File: src/rtl/uc_pkg.sv
// Shared encodings for the multi-cycle control unit: opcodes, states,
// datapath mux selects and the instruction classifier.
package uc_pkg;

  localparam logic [5:0] OP_R    = 6'b000000;
  localparam logic [5:0] OP_R2   = 6'b011100;
  localparam logic [5:0] OP_ADDI = 6'b001000;
  localparam logic [5:0] OP_SLTI = 6'b001010;
  localparam logic [5:0] OP_BEQ  = 6'b000100;
  localparam logic [5:0] OP_BNE  = 6'b000101;
  localparam logic [5:0] OP_LW   = 6'b100011;
  localparam logic [5:0] OP_SW   = 6'b101011;
  localparam logic [5:0] OP_J    = 6'b000010;
  localparam logic [5:0] OP_JAL  = 6'b000011;
  localparam logic [5:0] FN_JR   = 6'b001000;

  typedef enum logic [2:0] {
    ST_FETCH  = 3'd0,
    ST_DECODE = 3'd1,
    ST_EXEC   = 3'd2,
    ST_MEM    = 3'd3,
    ST_WB     = 3'd4,
    ST_ERROR  = 3'd7
  } state_e;

  typedef enum logic [1:0] {PC_PLUS4, PC_BRANCH, PC_JUMP, PC_RS} pc_src_e;
  typedef enum logic [1:0] {RD_RT, RD_RD, RD_RA} reg_dst_e;
  typedef enum logic [1:0] {WB_ALU, WB_MEM, WB_PC4} wb_src_e;
  typedef enum logic [1:0] {ALU_ADD, ALU_SUB, ALU_FUNCT, ALU_SLT} alu_op_e;

  typedef struct packed {
    logic r_type;
    logic r2;
    logic addi;
    logic slti;
    logic beq;
    logic bne;
    logic lw;
    logic sw;
    logic j;
    logic jal;
    logic jr;
    logic legal;
  } instr_class_t;

  // jr shares the R opcode, so plain R-type excludes the jr funct
  function automatic instr_class_t classify(input logic [5:0] op, input logic [5:0] fn);
    instr_class_t c;
    c.r_type = (op == OP_R) && (fn != FN_JR);
    c.jr     = (op == OP_R) && (fn == FN_JR);
    c.r2     = (op == OP_R2);
    c.addi   = (op == OP_ADDI);
    c.slti   = (op == OP_SLTI);
    c.beq    = (op == OP_BEQ);
    c.bne    = (op == OP_BNE);
    c.lw     = (op == OP_LW);
    c.sw     = (op == OP_SW);
    c.j      = (op == OP_J);
    c.jal    = (op == OP_JAL);
    c.legal  = c.r_type | c.jr | c.r2 | c.addi | c.slti | c.beq | c.bne |
               c.lw | c.sw | c.j | c.jal;
    return c;
  endfunction

endpackage

File: src/rtl/uc_multicycle_if.sv
// Bundle between the control unit and the datapath: IR fields and flags in,
// state, strobes and mux selects out.
interface uc_multicycle_if #(
  parameter int RET_W = 16
);
  logic [5:0]       opcode;
  logic [5:0]       funct;
  logic             mem_ready;
  logic             alu_zero;
  logic [2:0]       state;
  logic             ir_write;
  logic             pc_write;
  logic             mem_read;
  logic             mem_write;
  logic             reg_write;
  logic [1:0]       pc_src;
  logic [1:0]       reg_dst;
  logic [1:0]       wb_src;
  logic             alu_src;
  logic [1:0]       alu_op;
  logic             branch_flag;
  logic             jump_flag;
  logic             jal_flag;
  logic             jr_flag;
  logic             instr_done;
  logic             bus_error;
  logic [RET_W-1:0] instr_count;

  modport master (
    input  opcode, funct, mem_ready, alu_zero,
    output state, ir_write, pc_write, mem_read, mem_write, reg_write,
           pc_src, reg_dst, wb_src, alu_src, alu_op,
           branch_flag, jump_flag, jal_flag, jr_flag,
           instr_done, bus_error, instr_count
  );

  modport slave (
    output opcode, funct, mem_ready, alu_zero,
    input  state, ir_write, pc_write, mem_read, mem_write, reg_write,
           pc_src, reg_dst, wb_src, alu_src, alu_op,
           branch_flag, jump_flag, jal_flag, jr_flag,
           instr_done, bus_error, instr_count
  );
endinterface

File: src/rtl/uc_wait_timer.sv
// Counts consecutive not-ready cycles of a memory wait and flags the cycle
// on which the wait would exceed TIMEOUT (TIMEOUT of 0 never expires).
module uc_wait_timer #(
  parameter int TIMEOUT = 15,
  parameter int TMR_W   = 4
) (
  input  logic clk,
  input  logic rst,
  input  logic clear,
  input  logic enable,
  output logic expired
);

  localparam logic [TMR_W-1:0] LIMIT = TMR_W'(TIMEOUT - 1);

  logic [TMR_W-1:0] count_q;

  always_ff @(posedge clk or posedge rst) begin
    if (rst) begin
      count_q <= '0;
    end else if (clear) begin
      count_q <= '0;
    end else if (enable) begin
      count_q <= count_q + 1'b1;
    end
  end

  assign expired = (TIMEOUT != 0) && enable && (count_q == LIMIT);

endmodule

File: src/rtl/uc_multicycle.sv
// Multi-cycle control FSM for the Franklin MIPS-subset core: steps each
// instruction through FETCH/DECODE/EXEC/MEM/WB and drives the datapath strobes.
module uc_multicycle
  import uc_pkg::*;
#(
  parameter int TIMEOUT = 15,
  parameter int TMR_W   = 4,
  parameter int RET_W   = 16
) (
  input logic              clk,
  input logic              rst,
  uc_multicycle_if.master  bus
);

  state_e           state_q, state_d;
  logic [5:0]       op_q, fn_q;
  logic [RET_W-1:0] count_q;
  logic             bus_error_q;

  instr_class_t cls_live, cls_q, cls;

  logic     ir_write, pc_write, mem_read, mem_write, reg_write, alu_src, instr_done;
  pc_src_e  pc_src;
  reg_dst_e reg_dst;
  wb_src_e  wb_src;
  alu_op_e  alu_op;

  logic tmr_clear, tmr_enable, tmr_expired, waiting;

  // DECODE sees the freshly written IR; later states use the latched copy
  assign cls_live = classify(bus.opcode, bus.funct);
  assign cls_q    = classify(op_q, fn_q);
  assign cls      = (state_q == ST_DECODE) ? cls_live : cls_q;

  assign waiting    = (state_q == ST_FETCH) || (state_q == ST_MEM);
  assign tmr_enable = waiting && !bus.mem_ready;
  assign tmr_clear  = !waiting || bus.mem_ready;

  uc_wait_timer #(
    .TIMEOUT (TIMEOUT),
    .TMR_W   (TMR_W)
  ) u_wait_timer (
    .clk     (clk),
    .rst     (rst),
    .clear   (tmr_clear),
    .enable  (tmr_enable),
    .expired (tmr_expired)
  );

  always_ff @(posedge clk or posedge rst) begin
    if (rst) begin
      state_q     <= ST_FETCH;
      op_q        <= '0;
      fn_q        <= '0;
      count_q     <= '0;
      bus_error_q <= 1'b0;
    end else begin
      state_q <= state_d;
      if (state_q == ST_DECODE) begin
        op_q <= bus.opcode;
        fn_q <= bus.funct;
      end
      if (instr_done) begin
        count_q <= count_q + 1'b1;
      end
      if (state_d == ST_ERROR) begin
        bus_error_q <= 1'b1;
      end
    end
  end

  always_comb begin
    state_d    = state_q;
    ir_write   = 1'b0;
    pc_write   = 1'b0;
    mem_read   = 1'b0;
    mem_write  = 1'b0;
    reg_write  = 1'b0;
    alu_src    = 1'b0;
    instr_done = 1'b0;
    pc_src     = PC_PLUS4;
    reg_dst    = RD_RT;
    wb_src     = WB_ALU;
    alu_op     = ALU_ADD;

    unique case (state_q)
      ST_FETCH: begin
        mem_read = 1'b1;
        if (bus.mem_ready) begin
          ir_write = 1'b1;
          pc_write = 1'b1;
          state_d  = ST_DECODE;
        end else if (tmr_expired) begin
          state_d = ST_ERROR;
        end
      end

      ST_DECODE: begin
        if (!cls.legal) begin
          state_d = ST_ERROR;
        end else if (cls.j || cls.jal) begin
          pc_write   = 1'b1;
          pc_src     = PC_JUMP;
          instr_done = 1'b1;
          state_d    = ST_FETCH;
          if (cls.jal) begin
            reg_write = 1'b1;
            reg_dst   = RD_RA;
            wb_src    = WB_PC4;
          end
        end else if (cls.jr) begin
          pc_write   = 1'b1;
          pc_src     = PC_RS;
          instr_done = 1'b1;
          state_d    = ST_FETCH;
        end else begin
          state_d = ST_EXEC;
        end
      end

      ST_EXEC: begin
        if (cls.r_type || cls.r2) begin
          alu_op  = ALU_FUNCT;
          state_d = ST_WB;
        end else if (cls.addi || cls.slti) begin
          alu_op  = cls.slti ? ALU_SLT : ALU_ADD;
          alu_src = 1'b1;
          state_d = ST_WB;
        end else if (cls.beq || cls.bne) begin
          alu_op     = ALU_SUB;
          pc_src     = PC_BRANCH;
          pc_write   = (cls.beq && bus.alu_zero) || (cls.bne && !bus.alu_zero);
          instr_done = 1'b1;
          state_d    = ST_FETCH;
        end else if (cls.lw || cls.sw) begin
          alu_src = 1'b1;
          state_d = ST_MEM;
        end else begin
          state_d = ST_ERROR;
        end
      end

      ST_MEM: begin
        mem_read  = cls.lw;
        mem_write = cls.sw;
        if (bus.mem_ready) begin
          instr_done = cls.sw;
          state_d    = cls.sw ? ST_FETCH : ST_WB;
        end else if (tmr_expired) begin
          state_d = ST_ERROR;
        end
      end

      ST_WB: begin
        reg_write  = 1'b1;
        reg_dst    = (cls.r_type || cls.r2) ? RD_RD : RD_RT;
        wb_src     = cls.lw ? WB_MEM : WB_ALU;
        instr_done = 1'b1;
        state_d    = ST_FETCH;
      end

      ST_ERROR: state_d = ST_ERROR;

      default: state_d = ST_ERROR;
    endcase
  end

  // Everything the datapath acts on is held low for as long as reset is asserted
  assign bus.state       = state_q;
  assign bus.ir_write    = ir_write & ~rst;
  assign bus.pc_write    = pc_write & ~rst;
  assign bus.mem_read    = mem_read & ~rst;
  assign bus.mem_write   = mem_write & ~rst;
  assign bus.reg_write   = reg_write & ~rst;
  assign bus.alu_src     = alu_src & ~rst;
  assign bus.instr_done  = instr_done & ~rst;
  assign bus.pc_src      = rst ? 2'b00 : pc_src;
  assign bus.reg_dst     = rst ? 2'b00 : reg_dst;
  assign bus.wb_src      = rst ? 2'b00 : wb_src;
  assign bus.alu_op      = rst ? 2'b00 : alu_op;
  assign bus.branch_flag = ~rst & (cls.beq | cls.bne);
  assign bus.jump_flag   = ~rst & (cls.j | cls.jal);
  assign bus.jal_flag    = ~rst & cls.jal;
  assign bus.jr_flag     = ~rst & cls.jr;
  assign bus.bus_error   = bus_error_q;
  assign bus.instr_count = count_q;

endmodule

File: src/flat_wrapper.sv
// flat-port wrapper written by rule: the top's interface ports become plain ports
module uc_multicycle_flat import uc_pkg::*;
#(
  parameter int TIMEOUT = 15,
  parameter int TMR_W   = 4,
  parameter int RET_W   = 16
)
  (clk, rst, bus_opcode, bus_funct, bus_mem_ready, bus_alu_zero, bus_state, bus_ir_write, bus_pc_write, bus_mem_read, bus_mem_write, bus_reg_write, bus_pc_src, bus_reg_dst, bus_wb_src, bus_alu_src, bus_alu_op, bus_branch_flag, bus_jump_flag, bus_jal_flag, bus_jr_flag, bus_instr_done, bus_bus_error, bus_instr_count);
  uc_multicycle_if #(.RET_W(RET_W)) bus_i ();
  input logic clk;
  input logic rst;
  input wire logic [$bits(bus_i.opcode)-1:0] bus_opcode;
  input wire logic [$bits(bus_i.funct)-1:0] bus_funct;
  input wire logic [$bits(bus_i.mem_ready)-1:0] bus_mem_ready;
  input wire logic [$bits(bus_i.alu_zero)-1:0] bus_alu_zero;
  output wire logic [$bits(bus_i.state)-1:0] bus_state;
  output wire logic [$bits(bus_i.ir_write)-1:0] bus_ir_write;
  output wire logic [$bits(bus_i.pc_write)-1:0] bus_pc_write;
  output wire logic [$bits(bus_i.mem_read)-1:0] bus_mem_read;
  output wire logic [$bits(bus_i.mem_write)-1:0] bus_mem_write;
  output wire logic [$bits(bus_i.reg_write)-1:0] bus_reg_write;
  output wire logic [$bits(bus_i.pc_src)-1:0] bus_pc_src;
  output wire logic [$bits(bus_i.reg_dst)-1:0] bus_reg_dst;
  output wire logic [$bits(bus_i.wb_src)-1:0] bus_wb_src;
  output wire logic [$bits(bus_i.alu_src)-1:0] bus_alu_src;
  output wire logic [$bits(bus_i.alu_op)-1:0] bus_alu_op;
  output wire logic [$bits(bus_i.branch_flag)-1:0] bus_branch_flag;
  output wire logic [$bits(bus_i.jump_flag)-1:0] bus_jump_flag;
  output wire logic [$bits(bus_i.jal_flag)-1:0] bus_jal_flag;
  output wire logic [$bits(bus_i.jr_flag)-1:0] bus_jr_flag;
  output wire logic [$bits(bus_i.instr_done)-1:0] bus_instr_done;
  output wire logic [$bits(bus_i.bus_error)-1:0] bus_bus_error;
  output wire logic [$bits(bus_i.instr_count)-1:0] bus_instr_count;
  assign bus_i.opcode = bus_opcode;
  assign bus_i.funct = bus_funct;
  assign bus_i.mem_ready = bus_mem_ready;
  assign bus_i.alu_zero = bus_alu_zero;
  assign bus_state = bus_i.state;
  assign bus_ir_write = bus_i.ir_write;
  assign bus_pc_write = bus_i.pc_write;
  assign bus_mem_read = bus_i.mem_read;
  assign bus_mem_write = bus_i.mem_write;
  assign bus_reg_write = bus_i.reg_write;
  assign bus_pc_src = bus_i.pc_src;
  assign bus_reg_dst = bus_i.reg_dst;
  assign bus_wb_src = bus_i.wb_src;
  assign bus_alu_src = bus_i.alu_src;
  assign bus_alu_op = bus_i.alu_op;
  assign bus_branch_flag = bus_i.branch_flag;
  assign bus_jump_flag = bus_i.jump_flag;
  assign bus_jal_flag = bus_i.jal_flag;
  assign bus_jr_flag = bus_i.jr_flag;
  assign bus_instr_done = bus_i.instr_done;
  assign bus_bus_error = bus_i.bus_error;
  assign bus_instr_count = bus_i.instr_count;
  uc_multicycle #(.TIMEOUT(TIMEOUT), .TMR_W(TMR_W), .RET_W(RET_W)) u_core (.clk(clk), .rst(rst), .bus(bus_i));
endmodule
File: config.mk
export PLATFORM = sky130hd
export DESIGN_NAME = uc_multicycle_flat
export DESIGN_NICKNAME = d
export VERILOG_FILES = /design/src/rtl/uc_pkg.sv /design/src/rtl/uc_multicycle_if.sv /design/src/rtl/uc_wait_timer.sv /design/src/rtl/uc_multicycle.sv /design/src/flat_wrapper.sv
export SDC_FILE = /design/constraint.sdc
export NUM_CORES = 1
export LEC_CHECK = 0
export CORE_AREA = 2 2 91 93
export CTS_CLUSTER_DIAMETER = 30
export CTS_CLUSTER_SIZE = 14
export DETAILED_ROUTE_END_ITERATION = 16
export DIE_AREA = 0 0 93 95
export PLACE_DENSITY_LB_ADDON = 0.2
export SETUP_SLACK_MARGIN = 0.4
export SYNTH_ARGS = -nofsm -noshare
export SYNTH_HDL_FRONTEND = slang
export SYNTH_SLANG_ARGS = --single-unit
File: constraint.sdc
create_clock -name clk -period 4.7 [get_ports clk]
set_input_delay 1.175 -clock clk [delete_from_list [all_inputs] [get_ports clk]]
set_output_delay 1.175 -clock clk [all_outputs]
set_load 0.03 [all_outputs]
After elaboration in Yosys (flattened, before gate mapping)
Cells that the tools add are included.

word-level totals
  output and inout port bits = 39
  register bits after elaboration = 36

cells by class
  $add $sub $neg = 2
  reduce and logical (&&, ||, !) cells = 23
  muxes and demuxes = 62
  equality and inequality tests = 28
  bitwise gates (word level) = 34

operators with widths
  operator                 count
  $eq A6 B4 Y1 const B     6
  $mux W2                  17
  $mux W3                  10
  $eq A6 B2 Y1 const B     4
  $eq A6 B3 Y1 const B     4
  $eq A6 B6 Y1 const B     4
  $mux W1                  24
  $or A1 B1 Y1             22
  $add A16 B1 Y16 const B  1
  $pmux W3 S5              1
  $eq A6 B5 Y1 const B     2
  $logic_not A6 Y1         2
  $mux W12                 1
  $ne A6 B4 Y1 const B     2
  $pmux W2 S2              3
  $and A1 B1 Y1            11
  $logic_and A1 B1 Y1      8
  $logic_or A1 B1 Y1       8
  $mux W4                  2
  $eq A3 B2 Y1 const B     2
  $eq A3 B3 Y1 const B     2
  $add A4 B1 Y4 const B    1
  $eq A4 B4 Y1 const B     1
  $pmux W1 S2              2
  7 further kinds          9

Longest topological paths before layout
Gate-level depths: netlist (run 1).

  word-level depth = 20
  gate-level depth with buffers = 8
  gate-level depth less buffers = 7

Modules after synthesis
A second synthesis (run 1) with hierarchy kept.

second synthesis, totals
  cells, all modules = 286
  area, all modules = 2353.5 sq um

modules (own cells, without submodules)
  module         area each (sq um)  cells each  times used
  uc_multicycle  2127.0             265         1
  uc_wait_timer  226.5              21          1

Worst setup path after synthesis (run 1)
OpenSTA, ideal clock, no wires.

  path type = input to output
  start = input port bus_opcode[3]
  end = output port bus_wb_src[1]
  path buffers = 2
  required time = 3.525 ns
  data arrival time = 3.072 ns
  stages = 5
  path slack = 0.453 ns
  cells stage by stage = clkbuf_1 nor4_2 nand3_1 nor3_1 buf_4

between the ends
  cells in the longest elaborated chain, start to end = 16
  elaborated cells on any way between the ends = 29

ends and longest elaborated chain
  item                                           line                        source
  start, declared                                flat_wrapper.sv:12          input wire logic [$bits(bus_i.opcode)-1:0] bus_opcode;
  $logic_not A6 Y1                               uc_pkg.sv:49, uc_pkg.sv:50
  $logic_and A1 B1 Y1, on equally long branches  uc_pkg.sv:49, uc_pkg.sv:50
  $or A1 B1 Y1 (7 in a row)                      uc_pkg.sv:60                c.legal = c.r_type | c.jr | c.r2 | c.addi | c.slti | c.beq | c.bne |
  $or A1 B1 Y1 (3 in a row)                      uc_pkg.sv:61                c.lw | c.sw | c.j | c.jal;
  $mux W12 *                                     uc_multicycle.sv:33         assign cls = (state_q == ST_DECODE) ? cls_live : cls_q;
  $mux W2 *                                      uc_multicycle.sv:99         if (!cls.legal) begin
  $pmux W2 S2 *                                  uc_multicycle.sv:86         unique case (state_q)
  $mux W2 *                                      uc_multicycle.sv:179        assign bus.wb_src = rst ? 2'b00 : wb_src;
  end, declared                                  flat_wrapper.sv:24          output wire logic [$bits(bus_i.wb_src)-1:0] bus_wb_src;

Mark *: on every way between the ends. The rest lies on a longest branch, timed or not.

Worst setup path in the final report (run 1)
  start = input port bus_opcode[1]
  end = output port bus_pc_write

between the ends
  cells in the longest elaborated chain, start to end = 16
  elaborated cells on any way between the ends = 38

ends and longest elaborated chain
  item                                           line                        source
  $logic_not A6 Y1                               uc_pkg.sv:49, uc_pkg.sv:50
  $logic_and A1 B1 Y1, on equally long branches  uc_pkg.sv:49, uc_pkg.sv:50
  $or A1 B1 Y1 (7 in a row)                      uc_pkg.sv:60
  $or A1 B1 Y1 (3 in a row)                      uc_pkg.sv:61
  $mux W12 *                                     uc_multicycle.sv:33
  $mux W1                                        uc_multicycle.sv:99
  $pmux W1 S3 *                                  uc_multicycle.sv:86
  $and A1 B1 Y1 *                                uc_multicycle.sv:171        assign bus.pc_write = pc_write & ~rst;
  end, declared                                  flat_wrapper.sv:18          output wire logic [$bits(bus_i.pc_write)-1:0] bus_pc_write;

Marked as above.

==> results.txt, run 1 <==
The flow ran to the end, and the final reports show no timing, DRC or antenna violations. The average routed wire per standard cell is roughly 14 µm. Using the TritonRoute via totals, the vias-per-cell ratio works out to about 5.0. The worst path setup slack after routing came out at between 0.4 and 0.5 ns. The via count came out at roughly 2200.

The period utilization came out at 91.0%. The H-tree depth is 2. The peak clock frequency supported by timing came out at between 200 and 250 MHz. The remaining global-route overflow came out at 0.

The remaining antenna violation count after routing came out at 0. The setup slack of the most critical reg-to-reg path is approximately 2.3 ns. The type of the most critical hold path is register to register.

The final-layout setup total negative slack came out at 0 ns. The met1 track demand over resource came out at 20.6%. Compared with the post-synthesis result, the final layout area differs by 32.4%. The net switching power figure is between 200 and 300 µW. The detailed placer's ending HPWL is 4610 µm. The kind of critical path is input port to primary output. The clock latency of the later-clocked register in the worst-skew pair is 0.28 ns. Global routing consumed, over all layers together, 15.1% of the routing resources.

The clock skew after layout came out at between 0.005 and 0.006 ns. The fraction of the mapped netlist area in simple logic gates came out at 33.1%. The initial antenna violation count came out at 0. The number of placed I/O pins came out at 55.

The count of hold buffers inserted by post-cts repair came out at 0. The mean post-synth cell area came out at 8.34 µm². The max-slew violation total from the final report is 0. Data on the critical path is required at its endpoint by 3.52 ns. The number of nets in the layout came out at approximately 350.

The depth of the worst hold-timing path is 2. After clock tree synthesis, the clock-pin slew on the worst setup and hold paths is 0.07 ns. The area fraction in compound gates after synthesis is 11.9%. The tool flagged a number of max-cap violations equal to 0.

The data arrival time of the critical path came out at around 3.1 ns. The weighted congestion reported at the end of routability-driven placement is 0.920. The clock network power share came out at 23.6%. Across all hold checks on the routed design, the worst slack comes to 0.468 ns. Across the VDD grid, the largest voltage drop is 0.161 mV. Walking the worst path, the cells encountered are clkdlybuf4s50_1 -> or3b_1 -> nor3_4 -> a311oi_1 -> a211oi_1 -> o211a_1 -> buf_6. The finished cells cover 3040 µm². The critical path's largest stage delay is 0.51 ns. In the final layout, the share of cells above drive strength 1 is between 10% and 20%. After detailed placement, the total cell area comes to 2960 µm². The number of buffers inserted by post-CTS setup repair is 0. The multiplexer share of the synthesized area is about 1.9%. The number of remaining DRC errors came out at 0.

The total wirelength of the detailed-routed design is 6180 µm. By area, the combinational part of the netlist is dominated by simple AND/OR/NAND/NOR gates. The starting density of the core is around 29%. The root buffer cell chosen for the clock tree is clkbuf_8.

Among all stages on the critical path, the largest delay is contributed by clkdlybuf4s50_1. The worst setup path is launched from an input port. In the post-synthesis netlist, the biggest area contributors are dfrtp_1 (39%), nand2_1 (8.7%), xnor2_1 (6.1%), nor2_1 (3.8%), nor3_1 (3.1%).

The cell depth of the worst flop-to-flop path is 7. Global routing used 4.07% of the available met3 tracks. The Yosys step of the flow raised 0 warnings. The number of sinks handled by clock tree synthesis came out at 36. The most instantiated flip-flop cell in the synthesis netlist is dfrtp_1. The flop and latch count out of synthesis is 36. The gate count after technology mapping came out at 275. The via count of the first global-routing pass came to 2073. The leading area contributor after synthesis is dfrtp_1. The worst min-delay path endpoint is u_core.fn_q[5].

The met2 capacity usage during global routing is 23.1%. Of the synthesized area, sequential elements account for 39.3%. TritonCTS built the clock tree. Entering global routing, the biggest net connects 37 pins. The worst register-to-register path ends at u_core.bus.instr_count[1]. The reg-to-reg critical path startpoint is u_core.bus.state[2]. The peak fanout along the critical path is 6. The region available for standard cell placement spans 7930 µm².

The iteration count of the initial detailed-routing pass is 4. The number of hold violations in the final report came out at 0. The number of nets in the synthesized netlist is a little under 300. Net switching is 34.5% of the power.

The count of flip-flops with a built-in enable after synthesis came out at 0. The async set-reset flop share out of synthesis came out at between 90% and 100%. In this run the tightest slew margin relative to its limit is 61.6%. The static power due to leakage is 1.33 nW. The iteration-0 DRC count of the detailed router came out at 102. The die footprint is 8840 µm². Setup repair after global routing could not meet its margin everywhere. Setup violations remaining at the end of the flow were counted as 0.

The sort of element at the end of the critical path is a primary output. The total power consumption of the routed design is 867 µW. The first global-routing pass estimated 10500 µm of wire.

The antenna diode count came out at 0. The transition time at the pin with the least slew margin is 0.573 ns. The worst path needs approximately 4.3 ns of the cycle, external delays included.

The cell internal power dissipation came out at 568 µW. The distinct cell type count after synthesis is 53. After global routing, the most crowded layer is met2. Timing analysis after detailed placement gives a worst setup slack of -0.00648 ns.

The die outline height came out at 95 µm. The cell area after synthesis came out at 2290 µm². The part of the total power dissipated in combinational logic came out at a little over a quarter. Counting the buffers created by CTS gives 5.

The worst hold path begins at u_core.fn_q[5]. The share of synthesized area in the top cell type comes to 39.3%. The overall die width came out at 93 µm. Power spread over the standard cell area amounts to ~290 nW/µm². The number of I/O port buffers is 54. The post-synthesis xor/xnor area fraction is 6.87%. The number of standard-cell rows in the floorplan came out at 33. The sequential power share came out at 49.4%. No sink is reached through more buffers than the 2 on the longest clock path. The fraction of the mapped netlist area in adder cells is 1.64%.
## power by group through the flow
stage | sequential [mW] | combinational, mW | clock (mW)
5_1_grt | 0.439 | 0.264 | 0.232
3_5_place_dp | 0.433 | 0.239 | 0
4_1_cts | 0.428 | 0.238 | 0.217
3_3_place_gp | 0.432 | 0.237 | 0
6_report | 0.428 | 0.235 | 0.204
2_1_floorplan | 0.444 | 0.132 | 0
## Yosys cell counts (3+ instances only)
cell type	count
nand2_1	53
dfrtp_1	36
nor2_1	23
xnor2_1	16
nor3_1	14
clkbuf_1	13
nand3_1	13
a21oi_1	10
inv_1	8
nand4_1	8
o21ai_0	8
nor4_1	6
and3_1	5
a211oi_1	4
and2_1	4
buf_2	4
a31oi_1	3
ha_1	3
mux2_2	3
## critical path, delay by kind of cell
kind,cells,cell delay [ns]
buffers and inverters,2,0.64
AO/OA/AOI/OAI,3,0.64
AND/OR/NAND/NOR,2,0.64
## cell usage in the layout (no fill, tap or decap), types with 3 or more instances in the layout
cell type,netlist,layout
o21ai_0,8,7
nor2_1,23,23
and2_1,4,4
clkdlybuf4s50_1,0,33
nor4_1,6,6
nor3_1,14,13
dlygate4sd2_1,0,7
nand2_1,53,53
a21oi_1,10,10
dfrtp_1,36,36
inv_1,8,8
xnor2_1,16,16
and3_1,5,5
ha_1,3,3
buf_4,1,23
nand3_1,13,13
a211oi_1,4,4
mux2_2,3,3
nand4_1,8,8
clkbuf_8,0,5
a31oi_1,3,3
## logic make-up after synthesis
kind of cell    count (synthesis)
simple gates                  147
compound gates                 39
flops                          36
buf+inv                        28
xor+xnor                       18
mux                             4
fa+ha+maj                       3
## per-layer routing
layer / up-vias / part of all wire (%)
met3: 13 / 6.7
met5: - / 0
li1: 1067 / -
met4: 0 / 2.2
met2: 66 / 45
met1: 1026 / 46
## area by class of cell
type                       instances  area [µm²]
fill                             853        4890
multi-input combinational        211        1290
sequential                        36         901
timing repair buffer              68         611
tap                              105         131
clock buffer                       6        72.6
inverter                           8        30.0
clock inverter                     1        5.00
## timing repair
action                                  in CTS  in global routing
endpoints found under the setup margin       7                  9
gates resized for setup                     11                  9
pin swaps                                    4                  1
endpoints found under the hold margin        0                  0
## worst max path at each step
stage,from,end,slack (ns),cells after the start
global placement,bus_funct[0],bus_alu_op[1],0.004,8
finish,bus_opcode[1],bus_pc_write,0.42,7
CTS,bus_funct[2],bus_alu_op[1],0.42,8
global route,bus_opcode[1],bus_pc_write,0.35,7
detailed placement,bus_funct[0],bus_alu_op[1],-0.006,8
floorplan,bus_opcode[3],bus_wb_src[1],0.45,5
## state kept, by name, summed over array words and instances (netlist names)
register	cells
u_core.op_q	6
u_core.fn_q	6
u_core.bus.state	3
u_core.bus.instr_count	16
u_core.bus.bus_error	1
u_core.u_wait_timer.count_q	4
## through the flow
step	util, %	std cells
2_1_floorplan	-	275
3_3_place_gp	37.3	428
3_5_place_dp	37.3	428
4_1_cts	38.2	435
5_1_grt	38.3	435
6_report	38.3	435
Power figures use the tool's default switching activity.
==> run 2, diff against run 1 <==
--- a/config.mk
+++ b/config.mk
@@ -5,13 +5,13 @@
 export SDC_FILE = /design/constraint.sdc
 export NUM_CORES = 1
 export LEC_CHECK = 0
+export ABC_CLOCK_PERIOD_IN_PS = 4700
 export CORE_AREA = 2 2 91 93
 export CTS_CLUSTER_DIAMETER = 30
 export CTS_CLUSTER_SIZE = 14
 export DETAILED_ROUTE_END_ITERATION = 16
 export DIE_AREA = 0 0 93 95
 export PLACE_DENSITY_LB_ADDON = 0.2
-export SETUP_SLACK_MARGIN = 0.4
 export SYNTH_ARGS = -nofsm -noshare
 export SYNTH_HDL_FRONTEND = slang
 export SYNTH_SLANG_ARGS = --single-unit
==> run 2 against run 1 <==
  * Die area unchanged
  * Final area unchanged
  * Utilization unchanged
  * Sequential power about the same
  * Hold slack got worse by 0.0012 ns
  * Setup slack got worse by 0.26 ns
  * Critical path depth decreased by 1
  * Non-clock buffer count unchanged
  * Sequential cell count unchanged
  * First-iteration DRC count decreased by 14%
  * Sequential share of layout area unchanged
  * Final cell count unchanged
  * Largest power group unchanged
==> results.txt, run 2 (synthesis results as in run 1) <==
The fraction of layout instances using a drive strength above 1 came out at 13.6%. The number of remaining DRC errors came out at 0. The overall die width came out at 93 µm.

The transition time at the pin with the least slew margin came out at approximately 0.57 ns. The clock transition time at the flip-flop clock pins of the worst setup and hold paths came out at 0.07 ns. The min-delay analysis places its worst path in the category register to register. STA classifies the critical path startpoint as an input port. The H-tree depth came out at 2. The weighted congestion reported at the end of routability-driven placement is 0.920.

The multi-input combinational cell area came out at 1280 µm². The number of hold violations in the final report came out at 0. The final critical-path required period came out at 4.54 ns.

The antenna diode count came out at 0. The worst path setup slack after routing came out at 0.158 ns. For this design the ratio of total power to cell area is ~290 nW/µm². The via count of the first global-routing pass came to 2069. The library cell used most frequently in the layout, excluding fill and tap cells, is nand2_1. The library cells used most frequently in the layout, excluding fill and tap cells, are nand2_1 (53), clkdlybuf4s50_1 (42), dfrtp_1 (36).

Compared with the post-synthesis result, the final layout area differs by 32.4%. The global-route usage over all layers came out at about 15%. The static power due to leakage came out at 1.30 nW. The via density per instance came out at 4.98. The post-placement worst setup slack is -0.00648 ns. The count of placed standard cells including taps is approximately 430. The met1 track demand over resource came out at 20.6%. For this run, the post-layout net count is between 300 and 400. The period utilization came out at 96.6%.

The number of placed I/O pins is 55. For this run, global-route usage on met3 was measured as 4.07%. At the later pin of the worst-skew pair, clock insertion delay measures 0.28 ns. The average routed wire per standard cell is 14.2 µm. The iteration count of the initial detailed-routing pass is 4. The count of buffers added on input and output ports is 54. Detailed placement ended at an HPWL of roughly 4600 µm. The worst setup path is captured at a primary output. The setup path with the least slack is of type input port to primary output. The clock tree from TritonCTS is yes. The run finished with clean final reports. The number of flip-flops under the largest register name came out at 16.

The total core area came out at 7930 µm². In the final layout, flip-flops and latches occupy 901 µm². The required time at the worst-slack endpoint came out at approximately 3.5 ns. The clock skew after layout came out at 0.00540 ns. The number of standard-cell rows in the floorplan came out at 33. The routed design has 6180 µm of wire. The worst slew margin relative to its limit came out at roughly three fifths. Setup repair after global routing left no endpoint under its margin.

After clock tree synthesis, the setup repair step added 0 buffers. The die footprint came out at 8840 µm². The tree built by TritonCTS fans out to 36 sinks. The die outline height is 95 µm.

Fill cells in the final layout number approximately 850. The utilization after layout is 38.3%. The clock tree buffer depth came out at 2. Once the floorplan was initialized, standard cells occupied 28.9% of the core. After the first detailed-routing iteration, the DRC count stood at 88. The number of hold buffers added after CTS was 0. Clock tree synthesis selected as its root buffer the cell clkbuf_8. Summed over all layers, the global routing overflow is 0. The hold slack came out at 0.466 ns. The initial antenna violation count came out at 0. Entering global routing, the biggest net connects 37 pins. The routing layer with the top usage in global route is met2. The final-layout setup total negative slack is 0 ns. The final count of negative-setup-slack endpoints is 0.

STA puts the critical path data arrival time at 3.37 ns. The first global-routing pass estimated about 11000 µm of wire. The number of cells in the finished layout apart from fillers came out at 435. Max-cap violations in this run came to 0. Of all nets on the critical path, the largest fanout is 7. The max-slew violation total from the final report came to 0. The met2 capacity usage during global routing is 23.1%. The worst voltage drop across the vdd grid is 0.161 mV. The peak clock frequency supported by timing came out at 220 MHz. The clock buffer count from CTS is 5. The routed layout has 2166 vias. The remaining antenna violation count after routing came out at 0.
==> run 2: cell types whose count changed in the layout (fill, tap and decap cells not counted), sizes merged <==
| cell | delta |
|---|---|
| clkbuf | -2 |
| dlymetal6s2s | -1 |
| clkdlybuf4s50 | +9 |
| dlygate4sd2 | -6 |
==> run 2: worst paths after layout <==
path                                startpoint                        endpoint  slack (ns)  cells past startpoint
min                             u_core.fn_q[5]                  u_core.fn_q[5]        0.47                      2
max reg2reg                u_core.bus.state[2]       u_core.bus.instr_count[1]        2.31                      7
max                              bus_opcode[2]                 bus_branch_flag        0.16                      6
max in group asynchronous                  rst      u_core.bus.instr_count[10]        2.84                      3
min in group asynchronous                  rst  u_core.u_wait_timer.count_q[0]        1.54                      3
min reg2reg                     u_core.fn_q[5]                  u_core.fn_q[5]        0.47                      2
==> run 2: area by class of cell <==
type,count,share of cell area [%]
Inverter,8,0.988
Sequential cell,36,29.6
Clock inverter,1,0.165
Clock buffer,6,2.39
Multi-Input combinational cell,211,42.0
Timing Repair Buffer,68,20.5
Tap cell,105,4.32
==> run 2: worst max-delay path: stages <==
cell and delay (ns):
clkdlybuf4s50_1 0.59, or3b_1 0.41, nor3_2 0.21, mux2i_1 0.17, nor2_1 0.13, clkdlybuf4s50_1 0.68
==> run 2: repair_timing <==
action	CTS	global route
resized for setup	1	1
setup endpoints to repair	1	1
pin swaps	0	0
==> run 2: layer usage <==
layer  part of all wire [%]  vias to the layer above  wire (µm)
met5                      0                        -          0
met4                    2.2                        0        137
met3                    6.7                       13        412
met2                     45                       71       2780
met1                     46                     1014       2850
li1                       -                     1068          -
==> run 2: where the power goes <==
part / internal, mW / total (mW) / switching [mW]
registers: 0.367 / 0.428 / 0.0616
clock network: 0.101 / 0.204 / 0.104
logic: 0.102 / 0.235 / 0.133
total: 0.569 / 0.868 / 0.299
==> run 2: per-stage QoR <==
step | area (µm²) | power [mW]
final | 3040 | 0.868
after global routing | 3040 | 0.935
after CTS | 3040 | 0.885
after detailed placement | 2960 | 0.671
after global placement | 2960 | 0.669
after floorplan | 2290 | 0.576
